`src/rtl/frame_stack.sv`:
```
// frame_stack: call-frame save/restore engine for the 64x16 register file.
// A save snapshots the 16-word frame export and streams it into a LIFO
// memory one word per cycle; a restore streams the newest frame back into
// a staging register, then presents it atomically with a one-cycle strobe.
//
// state   | meaning
// --------+--------------------------------------------------------------
// S_IDLE  | waiting for saveReq/restoreReq
// S_SAVE  | writing snapshot words 0..15 into the current top slot
// S_LOAD  | reading words 0..15 of the newest slot into the staging reg
// S_APPLY | frameOut valid, restore strobe high, pop commits at exit
module frame_stack #(
    parameter int DEPTH = 8,
    parameter int WIDTH = 16
) (
    input  logic                         clk,
    input  logic                         reset,
    input  logic                         saveReq,
    input  logic                         restoreReq,
    input  logic [16*WIDTH-1:0]          frameIn,
    output logic [16*WIDTH-1:0]          frameOut,
    output logic                         restore,
    output logic                         busy,
    output logic                         saveDone,
    output logic [$clog2(DEPTH+1)-1:0]   count,
    output logic                         full,
    output logic                         empty,
    output logic                         err
);

    localparam int FW = 16 * WIDTH;
    localparam int CW = $clog2(DEPTH + 1);
    localparam int SW = (DEPTH > 1) ? $clog2(DEPTH) : 1;
    localparam int AW = SW + 4;

    localparam logic [1:0] S_IDLE  = 2'd0;
    localparam logic [1:0] S_SAVE  = 2'd1;
    localparam logic [1:0] S_LOAD  = 2'd2;
    localparam logic [1:0] S_APPLY = 2'd3;

    logic [1:0]       state_q, state_d;
    logic [4:0]       cnt_q, cnt_d;
    logic [CW-1:0]    count_q, count_d;
    logic             full_q, empty_q;
    logic [FW-1:0]    snap_q, snap_d;
    logic [FW-1:0]    stage_q, stage_d;
    logic [FW-1:0]    frame_q, frame_d;
    logic             restore_q, restore_d;
    logic             done_q, done_d;
    logic             err_q, err_d;

    logic [WIDTH-1:0] mem [DEPTH*16];
    logic [WIDTH-1:0] rdata_q;
    logic             mem_we;
    logic [SW-1:0]    wr_slot, rd_slot;
    logic [AW-1:0]    wr_addr, rd_addr;
    logic [3:0]       word_idx;
    logic [3:0]       stage_idx;

    // The top free slot is written; the newest full slot (count-1) is read.
    assign wr_slot   = SW'(count_q);
    assign rd_slot   = SW'(count_q - 1'b1);
    assign word_idx  = cnt_q[3:0];
    assign wr_addr   = {wr_slot, word_idx};
    assign rd_addr   = {rd_slot, word_idx};
    // Read data lags the address by one cycle, so it belongs to word cnt-1.
    assign stage_idx = cnt_q[3:0] - 4'd1;

    // Next-state, counter and output-pulse decode.
    always_comb begin
        state_d   = state_q;
        cnt_d     = cnt_q;
        count_d   = count_q;
        snap_d    = snap_q;
        stage_d   = stage_q;
        frame_d   = frame_q;
        restore_d = 1'b0;
        done_d    = 1'b0;
        err_d     = 1'b0;
        mem_we    = 1'b0;
        case (state_q)
            S_IDLE: begin
                if (saveReq) begin
                    if (full_q) begin
                        err_d = 1'b1;
                    end else begin
                        snap_d  = frameIn;
                        cnt_d   = 5'd0;
                        state_d = S_SAVE;
                    end
                end else if (restoreReq) begin
                    if (empty_q) begin
                        err_d = 1'b1;
                    end else begin
                        cnt_d   = 5'd0;
                        state_d = S_LOAD;
                    end
                end
            end
            S_SAVE: begin
                mem_we = 1'b1;
                cnt_d  = cnt_q + 5'd1;
                if (cnt_q == 5'd15) begin
                    count_d = count_q + 1'b1;
                    done_d  = 1'b1;
                    state_d = S_IDLE;
                end
            end
            S_LOAD: begin
                cnt_d = cnt_q + 5'd1;
                if (cnt_q != 5'd0) begin
                    stage_d[stage_idx*WIDTH +: WIDTH] = rdata_q;
                end
                // Word 15 arrives on the same edge as the publish, so bypass it.
                if (cnt_q == 5'd16) begin
                    frame_d   = {rdata_q, stage_q[FW-WIDTH-1:0]};
                    restore_d = 1'b1;
                    state_d   = S_APPLY;
                end
            end
            default: begin
                count_d = count_q - 1'b1;
                state_d = S_IDLE;
            end
        endcase
        if (state_q != S_IDLE && (saveReq || restoreReq)) begin
            err_d = 1'b1;
        end
    end

    // Control and data registers; reset aborts any operation in flight.
    always_ff @(posedge clk or posedge reset) begin
        if (reset) begin
            state_q   <= S_IDLE;
            cnt_q     <= 5'd0;
            count_q   <= '0;
            full_q    <= 1'b0;
            empty_q   <= 1'b1;
            snap_q    <= '0;
            stage_q   <= '0;
            frame_q   <= '0;
            restore_q <= 1'b0;
            done_q    <= 1'b0;
            err_q     <= 1'b0;
        end else begin
            state_q   <= state_d;
            cnt_q     <= cnt_d;
            count_q   <= count_d;
            full_q    <= (count_d == CW'(DEPTH));
            empty_q   <= (count_d == '0);
            snap_q    <= snap_d;
            stage_q   <= stage_d;
            frame_q   <= frame_d;
            restore_q <= restore_d;
            done_q    <= done_d;
            err_q     <= err_d;
        end
    end

    // LIFO storage: one write port for saves, registered read for loads.
    always_ff @(posedge clk) begin
        if (mem_we) begin
            mem[wr_addr] <= snap_q[word_idx*WIDTH +: WIDTH];
        end
        if (state_q == S_LOAD) begin
            rdata_q <= mem[rd_addr];
        end
    end

    assign frameOut = frame_q;
    assign restore  = restore_q;
    assign busy     = (state_q != S_IDLE);
    assign saveDone = done_q;
    assign count    = count_q;
    assign full     = full_q;
    assign empty    = empty_q;
    assign err      = err_q;

endmodule

```
`config.mk`:
```
export PLATFORM = sky130hd
export DESIGN_NAME = frame_stack
export DESIGN_NICKNAME = d
export VERILOG_FILES = /design/src/rtl/frame_stack.sv
export SDC_FILE = /design/constraint.sdc
export NUM_CORES = 2
export LEC_CHECK = 0
export CORE_UTILIZATION = 25
export DETAILED_ROUTE_END_ITERATION = 8
export PLACE_DENSITY = 0.44
export SLEW_MARGIN = 20
export SYNTH_ARGS = -nofsm -noshare
export SYNTH_HDL_FRONTEND = slang
export SYNTH_SLANG_ARGS = --single-unit
```
`constraint.sdc`:
```
create_clock -name clk -period 47.7 [get_ports clk]
set_input_delay 9.54 -clock clk [delete_from_list [all_inputs] [get_ports clk]]
set_output_delay 9.54 -clock clk [all_outputs]
set_load 0.05 [all_outputs]
```
==> summary.md <==
| Metric | Value |
|---|---|
| CTS H-Tree Depth | 5 |
| First-pass GRT wire length | 558 mm |
| Non-filler cells, final | 13.6k |
| Vias in the first global route | 65.6k |
| Setup TNS | 0 ns |
| CP cell instances | clkdlybuf4s50_1 > inv_8 > buf_4 > buf_4 > buf_4 > buf_4 > buf_12 |
| GP Congestion | 0.799 |
| Starting density of the core | 25.1% |
| Register bit total from synthesis | 2,832 |
| Die Span Y | 671 um |
| Sequential area share after synthesis | 72.5% |
| Post-synth cell types | 92 |
| Vias per cell | 4.84 |
| Minimum clock period after layout | 13.30 ns |
| Post-CTS Resized | 0 |
| Iteration-0 DRC Markers | 6,195 |
| Full die area | 451,000 um^2 |
| Outcome | finished, final reports clean |
| Synth top cells by count | edfxtp_1 (2,064), dfrtp_1 (767), mux2_2 (660) |
| Filler instances | 44.0k |
| Hold Crit Class | reg -> reg |
| Num CTS Buffers | 308 |
| Slew HR | 17.1% |
| Core area | 446,000 um^2 |
| Area grow syn2layout | 20.7% |
| Crit Path Class | in -> async |
| M1 wire length | 178 mm |
| Gr ovfl total | 0 |
| Tcrit/Tclk final | 27.9% |
| Most frequent CP cell | buf_4 |
| CTS Sinks | 2,832 |
| Largest net degree at the start of global routing | 161 |
| CP bufs+invs | 7 |
| Detailed-route wire length per cell | 30.0 um |
| Clock Pin Slew Worst Setup and Hold Paths | 0.06 ns |
| RSZ-0062 raised after global routing | no |
| Arr. time, crit path | 14.17 ns |
| Post-Syn Area | 112,000 um^2 |
| DR top layer | met5 |
| Fin nets | 7,682 |
| Slew Limit Fails | 0 |
| Startpoint Class | input port |
| Synth top area cells | edfxtp_1 (55%), dfrtp_1 (17%), mux2_2 (6.6%) |
| Most common cell in the synthesized netlist | edfxtp_1 |
| Synth warn | 0 |
| DRC violations left | 0 |
| Die W | 671 um |
| Setup crit end kind | async pin |
| Total iterations of the first detailed-routing run | 6 |
| Peak VDD IR | 0.0737 mV |
| Async SR Flop Fraction | 27.1% |
| Hold Buf Count CTS | 0 |
| Crit-path slowest cell | buf_4 |
| Core Rows | 245 |
| Clock Skew | 0.0587 ns |
| Actual slew at the worst max-slew pin | 1.23 ns |
| WP data required | 48.57 ns |
| CTS Buffer Depth | 4 |
| Top FF cell, synth | edfxtp_1 |
| Setup bufs post-CTS | 0 |
| Share of cells above drive strength 1 | 22.6% |
| Vias | 65.7k |
| Post-synth top area cell | edfxtp_1 |
| TritonCTS clock tree | built |
| Avg Cell Area, Syn | 16.7 um^2 |
| Endpoints failing setup | 0 |
| Total wire length | 408 mm |
| Hold Fails Final Rpt | 0 |
| Top-area cell type share of the netlist area | 55.3% |
| Max Clk Rate | 0.0752 GHz |
| Worst-Skew Late Latency | 0.95 ns |
| Root buffer cell | clkbuf_16 |
| ANT nets after route | 0 |
| GRT Resource Usage Total | 17.5% |
| Syn Inst Count | 6,723 |
| Pwr dens | 72.4 nW/um^2 |
| Cell total after placement | 13.0k |
| PortBufs | 525 |
| CP delay by family, top | buffers and inverters |
| Metal2 WL | 193 mm |
| # IOs | 526 |
| Leakage | 46.6 nW |
| Post-synth net total | 6,997 |
| Initial antenna violation count | 33 |
| DR WL met3 | 24.4 mm |
| EDFF count, synth | 2,064 |
| CP Max Fanout | 158 |
| Crit-path max cell delay | 0.76 ns |
| Post-detail-place hpwl | 253 mm |
| Max cap viols | 0 |
## stage by stage
step	power, mW	setup slack, ns	hold WS, ns	utilization [%]	area (um^2)
after floorplan	5.74	16.60	0.433	-	112000
after global placement	7.38	32.97	0.455	28.1	125000
after detailed placement	7.45	32.83	0.454	28.1	125000
after CTS	9.84	33.80	0.469	30.3	135000
after global routing	10.1	33.74	0.491	30.3	135000
final	9.79	34.41	0.471	30.3	135000
## worst register-to-register path: cells and delay by family (launching register included)
| kind | cells | cell delay (ns) |
|---|---|---|
| buf+inv | 6 | 3.46 |
| compound gates | 3 | 1.31 |
| mux | 2 | 0.95 |
| flops | 1 | 0.76 |
## cell type report
cell class	count	area (um^2)	share of cell area, %
inverter	46	191	0.142
sequential	2832	81200	60.1
clock buffer	419	8570	6.33
timing repair buffer	846	7880	5.83
tap	5928	7420	5.49
clock inverter	132	1400	1.03
antenna	16	40.0	0.0296
multi-input combinational	3374	28500	21.1
## sequential cells by signal, summed over array words and instances, names as in the netlist
| name | flops |
|---|---|
| full | 1 |
| state_q | 2 |
| mem | 2048 |
| empty | 1 |
| snap_q | 256 |
| stage_q | 240 |
| rdata_q | 16 |
| frameOut | 256 |
| cnt_q | 5 |
| restore | 1 |
| err | 1 |
| count | 4 |
| saveDone | 1 |
## placed cells by master (no fill, tap or decap), types with 167 or more instances in the layout
master           instances
a221oi_1               167
buf_4                  302
clkbuf_16              314
clkdlybuf4s50_1        525
dfrtp_1                762
edfxtp_1              2064
mux2_2                 660
mux2i_1                476
nand2_1                486
o21ai_0                260
## report_power, final
| group | internal, mW | switching [mW] |
|---|---|---|
| clock | 1.37 | 1.01 |
| sequential | 3.65 | 0.116 |
| combinational | 0.875 | 2.76 |
| total | 5.90 | 3.89 |
## final timing paths
check	startpoint	end	slack, ns	cells past startpoint
max in group clk	state_q[0]	busy	35.21	4
max	reset	snap_q[185]	34.41	7
min in group asynchronous	reset	frameOut[57]	9.08	2
max reg2reg	cnt_q[1]	rdata_q[14]	40.86	11
min	stage_q[20]	stage_q[20]	0.47	2
min reg2reg	stage_q[20]	stage_q[20]	0.47	2
## layer usage
| metal | up-vias | global-route usage, % |
|---|---|---|
| li1 | 27700 | - |
| met1 | 35400 | 23.8 |
| met2 | 2237 | 28.8 |
| met3 | 470 | 2.94 |
| met4 | 6 | 5.02 |
| met5 | - | 0 |
## kinds of logic (layout without fill, tap and decap cells)
logic type                 count (synthesis)  after routing  synth area share [%]
buffers and inverters                    517           1443                  2.56
other                                      0             16                     0
xor gates and xnor gates                   8              8                0.0693
AOI/OAI and AO/OA                       1169           1169                  7.34
adders and majority gates                 14             14                 0.156
and+or+nand+nor                          885            885                  3.33
muxes                                   1298           1298                  14.0
DFF                                     2832           2832                  72.5
Power figures use the tool's default switching activity.
